## src/rtl/nco_sweep_pkg.sv

```systemverilog
// Shared types and defaults for the NCO frequency-sweep sequencer.
package nco_sweep_pkg;

  localparam int unsigned FwDefault = 32;
  localparam int unsigned CwDefault = 16;

  typedef enum logic [1:0] {
    StIdle,
    StArm,
    StDwell,
    StDone
  } state_e;

endpackage

```

## src/rtl/nco_sweep_addsat.sv

```systemverilog
// Tuning-word adder: unsigned freq plus two's-complement step.
// Saturates at 0 / all-ones when NCO_SWEEP_SAT_EN is defined, wraps otherwise.
module nco_sweep_addsat
  import nco_sweep_pkg::*;
#(
  parameter int unsigned FW = FwDefault
) (
  input  logic [FW-1:0] freq_i,
  input  logic [FW-1:0] step_i,
  output logic [FW-1:0] sum_o
);

`ifdef NCO_SWEEP_SAT_EN
  logic [FW:0] raw;

  assign raw = {1'b0, freq_i} + {1'b0, step_i};

  // Carry-out set on a positive step means overflow; clear on a negative step means underflow.
  always_comb begin
    sum_o = raw[FW-1:0];
    if (!step_i[FW-1] && raw[FW]) begin
      sum_o = '1;
    end else if (step_i[FW-1] && !raw[FW]) begin
      sum_o = '0;
    end
  end
`else
  assign sum_o = freq_i + step_i;
`endif

endmodule

```

## src/rtl/nco_sweep_ctrl.sv

```systemverilog
// Stepped linear frequency-sweep sequencer driving the NCO tuning word and enable.
// Optional saturating step arithmetic via NCO_SWEEP_SAT_EN (see nco_sweep_addsat).
module nco_sweep_ctrl
  import nco_sweep_pkg::*;
#(
  parameter int unsigned FW = FwDefault,
  parameter int unsigned CW = CwDefault
) (
  input  logic          clk,
  input  logic          rst,
  input  logic          cfg_valid,
  output logic          cfg_ready,
  input  logic [FW-1:0] cfg_start,
  input  logic [FW-1:0] cfg_step,
  input  logic [CW-1:0] cfg_count,
  input  logic [CW-1:0] cfg_dwell,
  input  logic          cfg_repeat,
  input  logic          cfg_trig,
  input  logic          trig,
  input  logic          abort,
  output logic [FW-1:0] freq,
  output logic          nco_en,
  output logic          step_strobe,
  output logic          wrap_strobe,
  output logic          busy,
  output logic          done
);

  state_e        state_q, state_d;
  logic [FW-1:0] freq_q, freq_d;
  logic [FW-1:0] start_q, start_d;
  logic [FW-1:0] inc_q, inc_d;
  logic [CW-1:0] last_idx_q, last_idx_d;
  logic [CW-1:0] dwell_ld_q, dwell_ld_d;
  logic [CW-1:0] idx_q, idx_d;
  logic [CW-1:0] dwell_cnt_q, dwell_cnt_d;
  logic          repeat_q, repeat_d;
  logic          nco_en_q, nco_en_d;
  logic          step_strobe_q, step_strobe_d;
  logic          wrap_strobe_q, wrap_strobe_d;
  logic          done_q, done_d;
  logic [FW-1:0] step_sum;

  // Zero-length fields behave as length one, so the terminal value is max(v,1)-1.
  function automatic logic [CW-1:0] floor_m1(input logic [CW-1:0] v);
    return (v == '0) ? '0 : v - CW'(1);
  endfunction

  nco_sweep_addsat #(
    .FW(FW)
  ) u_addsat (
    .freq_i(freq_q),
    .step_i(inc_q),
    .sum_o (step_sum)
  );

  assign cfg_ready   = (state_q == StIdle) && !abort;
  assign busy        = (state_q != StIdle);
  assign freq        = freq_q;
  assign nco_en      = nco_en_q;
  assign step_strobe = step_strobe_q;
  assign wrap_strobe = wrap_strobe_q;
  assign done        = done_q;

  always_comb begin
    state_d       = state_q;
    freq_d        = freq_q;
    start_d       = start_q;
    inc_d         = inc_q;
    last_idx_d    = last_idx_q;
    dwell_ld_d    = dwell_ld_q;
    idx_d         = idx_q;
    dwell_cnt_d   = dwell_cnt_q;
    repeat_d      = repeat_q;
    nco_en_d      = nco_en_q;
    step_strobe_d = 1'b0;
    wrap_strobe_d = 1'b0;
    done_d        = 1'b0;

    unique case (state_q)
      StIdle: begin
        nco_en_d = 1'b0;
        if (cfg_valid && cfg_ready) begin
          start_d     = cfg_start;
          inc_d       = cfg_step;
          last_idx_d  = floor_m1(cfg_count);
          dwell_ld_d  = floor_m1(cfg_dwell);
          repeat_d    = cfg_repeat;
          freq_d      = cfg_start;
          idx_d       = '0;
          dwell_cnt_d = floor_m1(cfg_dwell);
          state_d     = cfg_trig ? StArm : StDwell;
          nco_en_d    = !cfg_trig;
        end
      end
      StArm: begin
        if (abort) begin
          state_d  = StIdle;
          nco_en_d = 1'b0;
        end else if (trig) begin
          state_d     = StDwell;
          nco_en_d    = 1'b1;
          dwell_cnt_d = dwell_ld_q;
        end
      end
      StDwell: begin
        if (abort) begin
          state_d  = StIdle;
          nco_en_d = 1'b0;
        end else if (dwell_cnt_q != '0) begin
          dwell_cnt_d = dwell_cnt_q - CW'(1);
        end else if (idx_q != last_idx_q) begin
          freq_d        = step_sum;
          idx_d         = idx_q + CW'(1);
          dwell_cnt_d   = dwell_ld_q;
          step_strobe_d = 1'b1;
        end else if (repeat_q) begin
          freq_d        = start_q;
          idx_d         = '0;
          dwell_cnt_d   = dwell_ld_q;
          wrap_strobe_d = 1'b1;
        end else begin
          state_d  = StDone;
          nco_en_d = 1'b0;
          done_d   = 1'b1;
        end
      end
      StDone: begin
        state_d  = StIdle;
        nco_en_d = 1'b0;
      end
      default: begin
        state_d  = StIdle;
        nco_en_d = 1'b0;
      end
    endcase
  end

  always_ff @(posedge clk or posedge rst) begin
    if (rst) begin
      state_q       <= StIdle;
      freq_q        <= '0;
      start_q       <= '0;
      inc_q         <= '0;
      last_idx_q    <= '0;
      dwell_ld_q    <= '0;
      idx_q         <= '0;
      dwell_cnt_q   <= '0;
      repeat_q      <= 1'b0;
      nco_en_q      <= 1'b0;
      step_strobe_q <= 1'b0;
      wrap_strobe_q <= 1'b0;
      done_q        <= 1'b0;
    end else begin
      state_q       <= state_d;
      freq_q        <= freq_d;
      start_q       <= start_d;
      inc_q         <= inc_d;
      last_idx_q    <= last_idx_d;
      dwell_ld_q    <= dwell_ld_d;
      idx_q         <= idx_d;
      dwell_cnt_q   <= dwell_cnt_d;
      repeat_q      <= repeat_d;
      nco_en_q      <= nco_en_d;
      step_strobe_q <= step_strobe_d;
      wrap_strobe_q <= wrap_strobe_d;
      done_q        <= done_d;
    end
  end

endmodule

```

## config.mk

```make
export PLATFORM = sky130hd
export DESIGN_NAME = nco_sweep_ctrl
export DESIGN_NICKNAME = d
export VERILOG_FILES = /design/src/rtl/nco_sweep_pkg.sv /design/src/rtl/nco_sweep_addsat.sv /design/src/rtl/nco_sweep_ctrl.sv
export SDC_FILE = /design/constraint.sdc
export NUM_CORES = 1
export LEC_CHECK = 0
export BUFFER_PORTS_ARGS = -buffer_cell sky130_fd_sc_hd__buf_2
export CORE_MARGIN = 3
export CORE_UTILIZATION = 45
export DETAILED_ROUTE_END_ITERATION = 10
export PLACE_DENSITY = 0.72
export SLEW_MARGIN = 40
export SYNTH_ARGS = -nofsm -noshare
export SYNTH_HDL_FRONTEND = slang
export SYNTH_SLANG_ARGS = --single-unit
```

## constraint.sdc

```tcl
create_clock -name clk -period 8.6 [get_ports clk]
set_input_delay 0.86 -clock clk [delete_from_list [all_inputs] [get_ports clk]]
set_output_delay 0.86 -clock clk [all_outputs]
set_load 0.01 [all_outputs]
```

# After elaboration in Yosys (flattened, before gate mapping)
# Cells that the tools add are included.
dict set report totals {
  reg_bits 167
  word_cells 102
  output_inout_bits 38
}
dict set report op_classes {
  add_sub_neg 5
  n_reduce_logical 16
  n_eq_ne 15
  n_mux 53
}
# cell n
set op_table {}
lappend op_table {{$mux W16} 14}
lappend op_table {{$mux W32} 5}
lappend op_table {{$pmux W32 S2} 1}
lappend op_table {{$pmux W16 S3} 1}
lappend op_table {{$sub A16 B1 Y16 const B} 3}
lappend op_table {{$add A32 B32 Y32} 1}
lappend op_table {{$logic_not A16 Y1} 2}
lappend op_table {{$pmux W16 S2} 1}
lappend op_table {{$mux W1} 21}
lappend op_table {{$add A16 B1 Y16 const B} 1}
lappend op_table {{$mux W2} 8}
lappend op_table {{$ne A16 B16 Y1} 1}
lappend op_table {{$reduce_bool A16 Y1} 1}
lappend op_table {{$ne A3 B3 Y1 const B} 5}
lappend op_table {{$reduce_and A5 Y1} 2}
lappend op_table {{$ne A2 B2 Y1 const B} 4}
lappend op_table {{$pmux W2 S4} 1}
lappend op_table {{$reduce_and A6 Y1} 1}
lappend op_table {{$eq A2 B2 Y1 const B} 2}
lappend op_table {{$ne A4 B4 Y1 const B} 1}
lappend op_table {{$pmux W1 S4} 1}
lappend op_table {{$reduce_and A4 Y1} 1}
lappend op_table {{$reduce_bool A2 Y1} 2}
lappend op_table {{$reduce_bool A3 Y1} 1}
lappend op_table {{other kinds (6)} 8}

# Longest topological paths before layout
# Gate-level depths: netlist (run 1).
dict set report logic_depth {
  depth_word 5
  mapped_depth 12
  mapped_depth_nobuf 11
}

# Modules after synthesis
# From an unflattened synthesis (run 1), not the netlist that was laid out.
dict set report hier_totals {
  cells_unflattened 1100
  area_unflattened_um2 10636.5
}
# module n_inst area_per_inst_um2 cells_per_inst
set by_module_without_submodules {}
lappend by_module_without_submodules {nco_sweep_ctrl 1 8892.3 859}
lappend by_module_without_submodules {nco_sweep_addsat 1 1744.2 241}

# Worst setup path after synthesis (run 1)
# OpenSTA, ideal clock, no wires.
dict set report synth_timing {
  kind {register to register}
  start {reg freq_q[0] (netlist: freq[0])}
  end {reg freq_q[30] (netlist: freq[30])}
  path_stages_with_launch 12
  n_path_buf 0
  arrival_ps 2520
  setup_slack_ps 5952
  path_cell_list {dfrtp_1 ha_1 fa_1 a211oi_1 o21bai_1 a2bb2oi_2 o31a_1 o21ai_2 a31o_2 a41oi_2 xor2_1 o21ai_0}
}
dict set report synth_via {
  elab_chain_len 5
}
# item line
set synth_rtl {}
lappend synth_rtl {{start: declaration} nco_sweep_ctrl.sv:30} ;# logic [FW-1:0] freq_q, freq_d;
lappend synth_rtl {{start signal: assignment} nco_sweep_ctrl.sv:156} ;# freq_q <= freq_d;
lappend synth_rtl {{$add A32 B32 Y32} nco_sweep_addsat.sv:28} ;# assign sum_o = freq_i + step_i;
lappend synth_rtl {{$mux W32} nco_sweep_ctrl.sv:112} ;# end else if (idx_q != last_idx_q) begin
lappend synth_rtl {{$mux W32} nco_sweep_ctrl.sv:110} ;# end else if (dwell_cnt_q != '0) begin
lappend synth_rtl {{$mux W32} nco_sweep_ctrl.sv:107} ;# if (abort) begin
lappend synth_rtl {{$pmux W32 S2} nco_sweep_ctrl.sv:80} ;# unique case (state_q)
# Every way passes these cells. The select of a mux whose other input is x is not followed.
# A chain may end at the register's enable or synchronous reset.

# Final worst setup path (run 1)
dict set report layout_timing {
  start {reg dwell_cnt_q[0]}
  end {reg freq_q[24] (netlist: freq[24])}
}
dict set report layout_via {
  elab_chain_len 3
}
# item line
set layout_rtl {}
lappend layout_rtl {{start: declaration} nco_sweep_ctrl.sv:36} ;# logic [CW-1:0] dwell_cnt_q, dwell_cnt_d;
lappend layout_rtl {{start signal: assignment} nco_sweep_ctrl.sv:162} ;# dwell_cnt_q <= dwell_cnt_d;
lappend layout_rtl {{$reduce_bool A16 Y1} nco_sweep_ctrl.sv:110}
lappend layout_rtl {{$ne A2 B2 Y1 (no line)} --}
lappend layout_rtl {{$reduce_and A5 Y1 (no line)} --}
# Every way passes these cells.

==> reports/qor.yml, run 1 <==
outcome: "finished clean"
powerDensity_mw_per_mm2: 398
dr.pass1.iters: 4
fin_crit_ns: 3.21
synth_area_mm2: 0.0103
start_kind: "register"
yosys.area.top_type: "dfrtp_1"
drive_gt1_frac: 0.226
post-dp-hpwl_um: 18000
ir_drop_mv: 0.140
vias: 8613
worst_ep_arrival_time_ns: 3.51
maxCapViolCount: 0
track_usage: 0.207
r2r_setup_slack_ns: 5.39
r2r_cells: 10
port_buffers: 140
setup_viol: 0
tns_ns: 0
fin_skew_ns: 0.00920
r2r-end: "freq[24]"
grt_max_degree: 73
root_buffer: "clkbuf_16"
synthesis.nets: 1270
final_nets: 1381
synth_top_area_frac: 0.406
finalCritPeriodShare: 0.373
slew_violations: 0
syn_area_per_cell_um2: 9.14
async_reset_ff_frac: 1.00
fillCellCount: 2060
cts_tree: "done"
via_per_inst: 5.63
coreArea_mm2: 0.0222
fmax_mhz: 312
power.leakage_nw: 5.49
synth_cell_types: 73
area_growth_pct: 14.2
rsz0062_at_grt: "false"
synthCells: 1126
postLayoutCoreUtil: 0.530
die_h_um: 157
critical_path_class: "register to register"
clk_path_buf_depth: 2
place.gp.congestion: 0.872
drc: 0
yosysSeqAreaShare: 0.406
min_from: "nco_en"
antenna_found_initial: 0
synth-seq-cells: 167
cp-end-kind: "register"
cts-resized-gates: 0
grt_pass1_vias: 8239
rows: 54
worst_pin_slew_ns: 0.822
total_power_mw: 4.67
cp_slowest_stage_delay_ns: 0.44
yosys_warnings: 0
grt_overflow: 0
cts_setup_buffers: 0
clk_pin_slew_ns: 0.07
die_area_mm2: 0.0247
clk_latency_ns: 0.43
grt_pass1_wl_um: 41600
die_w_um: 157
cp_max_fo: 35
crit_chain: "inv_1 > ha_1 > nor2b_1 > nand4_2 > nor2_4 > o21ai_2 > a21o_2 > buf_4 > a2111oi_0 > a21oi_1"
htreeDepth: 4
maxSlewHeadroom: 0.452
drt-initial-drc-count: 499
holdBufCountCts: 0
synth_edf_count: 0
required_ns: 8.90
critPathSlowestCell: "nor2_4"
cts_sinks: 167
postRouteAntennaNets: 0
routed_wirelength_um: 25500
start_util: 0.464
wire_per_inst_um: 16.7
holdPathStages: 2
hold_viol_final: 0
cts_buffers: 17
n_antenna_cell: 0
ios: 141
r2r-start: "dwell_cnt_q[0]"
hold_path.class: "register to register"
min_to: "nco_en"
ys.flop_type: "dfrtp_1"
synthTopCellsByArea: "dfrtp_1, mux2_2, o21ai_0"
## layout by cell type (no fill, tap or decap), types with 6 or more instances in the layout
cell and count:
a211oi_1 10, a21o_1 19, a21oi_1 66, a31oi_1 9, and3_1 12, buf_2 140, buf_4 10, clkbuf_16 17
dfrtp_1 167, ha_1 39, inv_1 31, inv_6 6, mux2_2 65, mux2i_1 23, nand2_1 134, nand2b_1 12
nand3_1 14, nand4_1 8, nor2_1 94, nor3_1 33, nor4_1 11, o211ai_1 6, o21a_1 7, o21ai_0 110
o21bai_1 7, o221ai_1 7, o22ai_1 6, o31ai_1 15, or3_1 9, xnor2_1 41, xor2_1 33
## power breakdown
part           switching [mW]  internal [mW]  total (mW)
sequential              0.275           1.13        1.40
combinational            1.42           1.11        2.53
clock                   0.351          0.382       0.734
total                    2.05           2.62        4.67
## cell type report
type / instances / area [µm²] / share of cell area
Multi-Input combinational cell: 868 / 5740 / 0.488
Clock inverter: 15 / 138 / 0.0117
Clock buffer: 17 / 425 / 0.0362
Sequential cell: 167 / 4180 / 0.356
Tap cell: 280 / 350 / 0.0298
Inverter: 32 / 125 / 0.0106
Timing Repair Buffer: 151 / 796 / 0.0677
## how the worst max path moves through the flow
stage,slack (ns),to,start,depth (start not counted)
2_1_floorplan,3.22,done,rst,1
3_3_place_gp,5.59,freq[24],dwell_cnt_q[0],10
3_5_place_dp,5.43,freq[24],dwell_cnt_q[0],10
4_1_cts,5.39,freq[24],dwell_cnt_q[0],10
5_1_grt,5.12,freq[24],dwell_cnt_q[0],10
6_report,5.39,freq[24],dwell_cnt_q[0],10
## cells in the mapped netlist (all sizes together) (2+ instances only)
library cell and n:
or2 3, a21o 20, o22ai 6, xor2 33, o221ai 7, nor2 97
mux2i 23, a221oi 2, nand3 14, or4 5, nor2b 5, a31o 5
ha 40, a2bb2oi 2, o21ai 118, mux2 66, and2 2, o41ai 2
nand4 9, a41oi 2, o31ai 16, o21a 7, nand2 135, a211oi 10
a311oi 2, a211o 4, o211ai 6, nor3 36, inv 32, a22o 3
and3 13, xnor2 41, a21oi 69, dfrtp 167, nor3b 2, nand2b 12
buf 21, or3 10, a31oi 9, o21bai 7, o31a 2, nor4 12
clkbuf 38
## layer usage
layer / vias up / global-route usage / part of all wire
met5: - / 0 / 0
li1: 4233 / - / -
met1: 4103 / 0.287 / 0.47
met4: 0 / 0.0529 / 0.014
met3: 28 / 0.0401 / 0.057
met2: 249 / 0.336 / 0.46
## registers in the layout, summed over array words and instances (netlist names), 2 cells and up
| register | count |
|---|---|
| dwell_cnt_q | 16 |
| inc_q | 32 |
| state_q | 2 |
| idx_q | 16 |
| last_idx_q | 16 |
| start_q | 32 |
| dwell_ld_q | 16 |
| freq | 32 |
## worst max-delay path, delay by kind of cell, from the launching register on
| family | cells | cell delay [ns] |
|---|---|---|
| AO/OA/AOI/OAI | 4 | 1.11 |
| buffers and inverters | 2 | 0.43 |
| adder cells (fa/ha/maj) | 1 | 0.17 |
| flip-flops | 1 | 0.39 |
| AND/OR/NAND/NOR | 3 | 0.97 |
## cells by family (layout without fill, tap and decap cells)
group / after synthesis / in the layout / synth area share
adder cells (fa/ha/maj): 41 / 41 / 0.0506
XOR/XNOR: 74 / 74 / 0.0630
buffers and inverters: 91 / 215 / 0.0373
flip-flops: 167 / 167 / 0.406
multiplexers: 89 / 89 / 0.0949
AO/OA/AOI/OAI: 306 / 306 / 0.185
AND/OR/NAND/NOR: 358 / 358 / 0.163
## stage by stage
stage	hold WS, ns	cell area (µm²)	std cells	setup slack, ns
detailed placement	0.468	11200	1497	5.43
CTS	0.483	11700	1529	5.39
global route	0.510	11800	1530	5.12
finish	0.474	11800	1530	5.39
floorplan	0.443	10300	1126	3.22
global placement	0.460	11200	1497	5.59
Note: power is estimated with default switching activity, not from simulation.
==> inputs of run 2 (changes only) <==
clock period = 3.1 ns   (was 8.6 ns; I/O delays follow)
==> run 2 against run 1 <==
Utilization grew 0.47 points; via count grew 0.79%; register-to-register slack lost 5.1 ns; global-route usage shrank 0.093 points; die area is the same; largest power group unchanged; clock power grew to 2.7 times the previous value; highest routed layer unchanged; the run now ends with negative hold slack left; first-iteration DRC count grew 7.2%; critical path depth grew 1.
==> reports/qor.yml, run 2 (same netlist as run 1, synthesis figures left out) <==
track_usage: 0.206  # -0.000932
setup_viol: 0  # unchanged
rsz0062_at_grt: "false"
grt_max_degree: 106  # +45%
area_growth_pct: 15.2
total_power_mw: 13.1  # +180%
root_buffer: "clkbuf_16"
worst_ep_arrival_time_ns: 3.14  # -0.37 ns
final_cell_mix: "dfrtp_1, buf_2, nand2_1, o21ai_0, nor2_1"
dpl.cell_count: 1509  # +0.80%
dpl-instance-area_mm2: 0.0113  # +1.2%
cp_max_fo: 3  # -91%
ir_drop_mv: 0.375  # +170%
hold_viol_final: 5  # +5
met1_length_um: 12100  # +2.0%
grt_pass1_wl_um: 41200  # -0.95%
fin_crit_ns: 2.84  # -0.372 ns
post-dp-hpwl_um: 18400  # +1.9%
route.met2.wl_um: 11800  # -0.60%
critPathSlowestCell: "fa_1"
hold_path.class: "input port to asynchronous set/reset pin"
path_delay_family: "compound AO/OA/AOI/OAI gates"
drive_gt1_frac: 0.233  # +0.00736
violations: "negative hold slack"
r2r_cells: 11  # +1
tns_ns: 0  # unchanged
drt-initial-drc-count: 535  # +7.2%
clk_path_buf_depth: 2  # unchanged
die_h_um: 157  # unchanged
required_ns: 3.40  # -5.50 ns
top_layer: "met4"
grt_pass1_vias: 8133  # -1.3%
powerDensity_mw_per_mm2: 1100  # +180%
postLayoutCoreUtil: 0.535  # +0.00474
fmax_mhz: 352  # +13%
worst_pin_slew_ns: 0.637  # -0.185 ns
slew_violations: 0  # unchanged
place.gp.congestion: 0.874  # +0.23%
cp-end-kind: "register"
holdWs_ns: -0.00806  # -0.482 ns
power.leakage_nw: 5.53  # +0.79%
outcome: "finished with violations"
start_util: 0.464  # unchanged
dr.pass1.iters: 5  # +1
r2r-end: "freq[24]"
crit_path_frequent_cell: "nor2_1"
cts_sinks: 167  # unchanged
drc: 0  # unchanged
grt_overflow: 0  # unchanged
crit_chain: "ha_1 > fa_1 > a211oi_1 > o21bai_1 > a2bb2oi_2 > o31a_1 > nor2_1 > a31oi_2 > nor2_1 > a2111oi_1 > a21oi_1"
antenna_found_initial: 1  # +1
ios: 141  # unchanged
maxCapViolCount: 0  # unchanged
vias: 8681  # +0.79%
stdcell_area_mm2: 0.0119  # +0.89%
critical_path_buf_inv_count: 0  # -2
clk_latency_ns: 0.43  # about the same
fin_skew_ns: 0.00896  # -0.000239 ns
coreArea_mm2: 0.0222  # unchanged
maxSlewHeadroom: 0.571  # +0.119
pre_cts_ws_ns: 0.152  # -5.28 ns
port_buffers: 140  # unchanged
r2r_setup_slack_ns: 0.26  # -5.13 ns
die_w_um: 157  # unchanged
met3_length_um: 1420  # -2.3%
fin_ws_ns: 0.263  # -5.13 ns
routed_wirelength_um: 25500  # about the same
critical_path_class: "register to register"
finalCritPeriodShare: 0.915  # +0.542
mostFrequentLayoutCell: "dfrtp_1"
r2r-start: "freq[0]"
die_area_mm2: 0.0247  # unchanged
cts_buffers: 17  # unchanged
rows: 54  # unchanged
stdcell_count: 1543  # +0.85%
htreeDepth: 4  # unchanged
start_kind: "register"
final_nets: 1393  # +0.87%
cp_slowest_stage_delay_ns: 0.43  # about the same
clk_pin_slew_ns: 0.07  # about the same
wire_per_inst_um: 16.5  # -0.94%
postRouteAntennaNets: 0  # unchanged
via_per_inst: 5.63  # about the same
cts_tree: "done"
[run 2: cell types whose count changed in the layout (fill, tap and decap cells not counted)]
cell	previous run	this run
clkbuf_1	0	1
buf_4	10	19
a31oi_2	0	1
clkinvlp_4	1	5
clkinv_8	1	0
buf_12	1	4
inv_6	6	3
inv_8	3	0
clkinv_2	2	4
a2111oi_1	0	1
diode_2	0	1
a31oi_1	9	8
a2111oi_0	1	0
[run 2: per-layer routing]
metal | track usage | vias up
met2 | 0.327 | 246
met1 | 0.300 | 4147
met5 | 0 | -
met3 | 0.0360 | 17
met4 | 0.0413 | 0
li1 | - | 4271
[run 2: area by class of cell]
class | instances | area, µm²
clock buffer | 18 | 429
tap | 280 | 350
sequential | 167 | 4180
clock inverter | 14 | 103
timing repair buffer | 163 | 923
multi-input combinational | 868 | 5750
antenna | 1 | 2.50
fill | 2009 | 10300
inverter | 32 | 124
[run 2: tightest hold or removal path, cell delays in order]
cell	delay, ns
buf_2	0.11
clkinvlp_4	0.11
buf_12	0.29
[run 2: worst max path at each step]
stage            start        to  slack, ns  depth (start not counted)
2_1_floorplan  freq[0]  freq[30]       0.45                         11
3_3_place_gp   freq[0]  freq[24]       0.29                         11
3_5_place_dp   freq[0]  freq[24]       0.15                         11
4_1_cts        freq[0]  freq[24]       0.14                         11
5_1_grt        freq[0]  freq[24]       0.02                         11
6_report       freq[0]  freq[24]       0.26                         11
[run 2: report_power, final]
part	internal [mW]	switching, mW
logic	3.22	4.03
registers	3.14	0.722
clock network	1.03	0.925
[run 2: what timing repair did]
action | 4_1_cts | 5_1_grt
setup buffers | 0 | 1
gates resized for setup | 0 | 2
hold buffers | 0 | 0
setup endpoints to repair | 0 | 2
==> inputs of run 3 (changes only) <==
ABC_AREA = 0   (was default)
SYNTH_HIERARCHICAL = 1   (was default)
==> run 3 against run 2 <==
The run now ends clean; sequential power rose by 3%; register-to-register slack got worse by 0.12 ns; sequential share of layout area fell by 1.4 points; non-clock buffer count rose by 7; synthesized cell count fell by 2.3%; sequential cell count did not move; fmax fell by 4.2%; critical endpoint is now freq[31]; largest cell class unchanged.
==> reports/qor.yml, run 3 <==
slew_violations: 0  # unchanged
track_usage: 0.211  # +0.00448
grt_overflow: 0  # unchanged
synthesis.nets: 1247  # -1.8%
synth_area_mm2: 0.0106  # +3.3%
clk_path_buf_depth: 2  # unchanged
postLayoutCoreUtil: 0.540  # +0.00439
required_ns: 3.42  # +0.02 ns
async_reset_ff_frac: 1.00  # unchanged
holdPathStages: 2
rows: 55  # +1.9%
post-dp-hpwl_um: 19400  # +5.7%
synthTopCellsByArea: "dfrtp_1, mux2_2, ha_1"
yosysMostFrequentCell: "dfrtp_1"
maxCapViolCount: 0  # unchanged
cp_slowest_stage_delay_ns: 0.41  # -0.02 ns
critPathSlowestCell: "dfrtp_1"
power.leakage_nw: 5.80  # +4.8%
final_nets: 1373  # -1.4%
setup_viol: 0  # unchanged
drc: 0  # unchanged
ff_latch_area_mm2: 0.00418  # unchanged
clk_pin_slew_ns: 0.08  # about the same
stdcell_count: 1551  # +0.52%
die_w_um: 160  # +1.6%
dpl.cell_count: 1518  # +0.60%
cp_max_fo: 5  # +2
worst_ep_arrival_time_ns: 3.28  # +0.14 ns
fmax_mhz: 338  # -4.2%
postRouteAntennaNets: 0  # unchanged
outcome: "finished clean"
ir_drop_mv: 0.652  # +74%
wire_per_inst_um: 17.3  # +4.8%
cts_sinks: 167  # unchanged
syn_area_per_cell_um2: 9.67  # +5.8%
antenna_found_initial: 4  # +3
critical_path_class: "register to register"
holdWs_ns: 0.0919  # +0.100 ns
worst_pin_slew_ns: 0.773  # +0.136 ns
die_area_mm2: 0.0255  # +3.2%
fin_crit_ns: 2.96  # +0.125 ns
yosysSeqAreaShare: 0.393  # -0.0131
port_buffers: 140  # unchanged
multi_input_area_mm2: 0.00612  # +6.4%
hold_viol_final: 0  # -5
powerDensity_mw_per_mm2: 1090  # -0.63%
stdcell_area_mm2: 0.0124  # +4.3%
start_util: 0.464  # about the same
r2r-end: "freq[31]"
synth_edf_count: 0  # unchanged
r2r_cells: 11  # unchanged
clk_latency_ns: 0.44  # about the same
yosys.area.top_type: "dfrtp_1"
dpl-instance-area_mm2: 0.0117  # +3.8%
fin_skew_ns: 0.0191  # +0.0101 ns
fillCellCount: 2107  # +4.9%
dr.pass1.iters: 5  # unchanged
drt-initial-drc-count: 572  # +6.9%
coreArea_mm2: 0.0229  # +3.4%
start_kind: "register"
synthTopCellsByCount: "dfrtp_1, nand2_1, nor2_1"
synth_top_area_frac: 0.393  # -0.0131
final_cell_mix: "dfrtp_1, buf_2, nand2_1, nor2_1, mux2_2"
vias: 8874  # +2.2%
htreeDepth: 4  # unchanged
grt_pass1_wl_um: 44600  # +8.3%
root_buffer: "clkbuf_16"
cp-end-kind: "register"
min_from: "cfg_step[7]"
synth-seq-cells: 167  # unchanged
grt_pass1_vias: 8814  # +8.4%
synth_cell_types: 73  # unchanged
cts_tree: "done"
crit_chain: "ha_1 > nand2_1 > o21ai_1 > nor2_1 > a22oi_4 > a311oi_4 > o311a_1 > or3_1 > mux2i_1 > a211oi_1 > a21o_1"
place.gp.congestion: 0.885  # +1.2%
die_h_um: 160  # +1.6%
synthCells: 1100  # -2.3%
via_per_inst: 5.72  # +1.7%
maxSlewHeadroom: 0.485  # -0.0861
ios: 141  # unchanged
cts_buffers: 17  # unchanged
mostFrequentLayoutCell: "dfrtp_1"
r2r-start: "freq[10]"
ys.flop_type: "dfrtp_1"
hold_path.class: "input port to register"
tns_ns: 0  # unchanged
finalCritPeriodShare: 0.955  # +0.0402
yosys_warnings: 6  # +6
r2r_setup_slack_ns: 0.14  # -0.12 ns
routed_wirelength_um: 26900  # +5.3%
drive_gt1_frac: 0.246  # +0.0126
grt_max_degree: 106  # unchanged
n_antenna_cell: 0  # -1
min_to: "inc_q[7]"
area_growth_pct: 16.2
## run 3: final cells by class
| type | instances | share of cell area |
|---|---|---|
| Clock buffer | 17 | 0.0344 |
| Clock inverter | 14 | 0.0125 |
| Inverter | 23 | 0.00729 |
| Multi-Input combinational cell | 847 | 0.495 |
| Sequential cell | 167 | 0.338 |
| Tap cell | 313 | 0.0317 |
| Timing Repair Buffer | 170 | 0.0812 |
## run 3: worst max-delay path: cells and delay by family (launching register included)
kind | cells | cell delay, ns
DFF | 1 | 0.41
adders and majority gates | 1 | 0.38
and+or+nand+nor | 3 | 0.56
AOI/OAI and AO/OA | 6 | 1.35
muxes | 1 | 0.13
## run 3: what timing repair did
action / CTS / global route
endpoints found under the hold margin: 27 / 0
setup buffers: 0 / 1
endpoints found under the setup margin: 0 / 6
hold buffers: 1 / 0
resized for setup: 0 / 7
## run 3: cell families after synthesis
family | count (synthesis) | synth area share
flip-flops | 167 | 0.393
buffers and inverters | 86 | 0.0352
XOR/XNOR | 74 | 0.0609
multiplexers | 109 | 0.111
AO/OA/AOI/OAI | 303 | 0.197
adder cells (fa/ha/maj) | 44 | 0.0525
AND/OR/NAND/NOR | 317 | 0.151
## run 3: metal layers
metal	vias to the layer above	track usage	wire length, µm
met1	4296	0.280	12100
met4	8	0.0489	243
met3	27	0.0591	1710
met2	231	0.344	12800
li1	4312	-	-
met5	-	0	42
## run 3: power breakdown
group / internal [mW] / switching (mW) / total (mW)
Clock: 1.08 / 1.03 / 2.11
Combinational: 3.34 / 4.11 / 7.45
Sequential: 3.16 / 0.811 / 3.97
Total: 7.58 / 5.96 / 13.5
## run 3: worst max path at each step
stage	startpoint	end	slack [ns]	depth (start not counted)
finish	freq[10]	freq[31]	0.14	11
global route	freq[9]	freq[31]	-0.02	11
CTS	freq[0]	freq[28]	0.03	13
detailed placement	freq[0]	freq[28]	0.07	13
global placement	freq[0]	freq[28]	0.11	13
floorplan	freq[0]	freq[26]	0.34	12
## run 3: stage by stage
stage                     setup WS, ns  power [mW]
final                            0.138        13.5
after global routing           -0.0194        14.6
after floorplan                  0.343        9.39
after detailed placement        0.0716        11.3
after CTS                       0.0343        13.5
after global placement           0.114        11.1
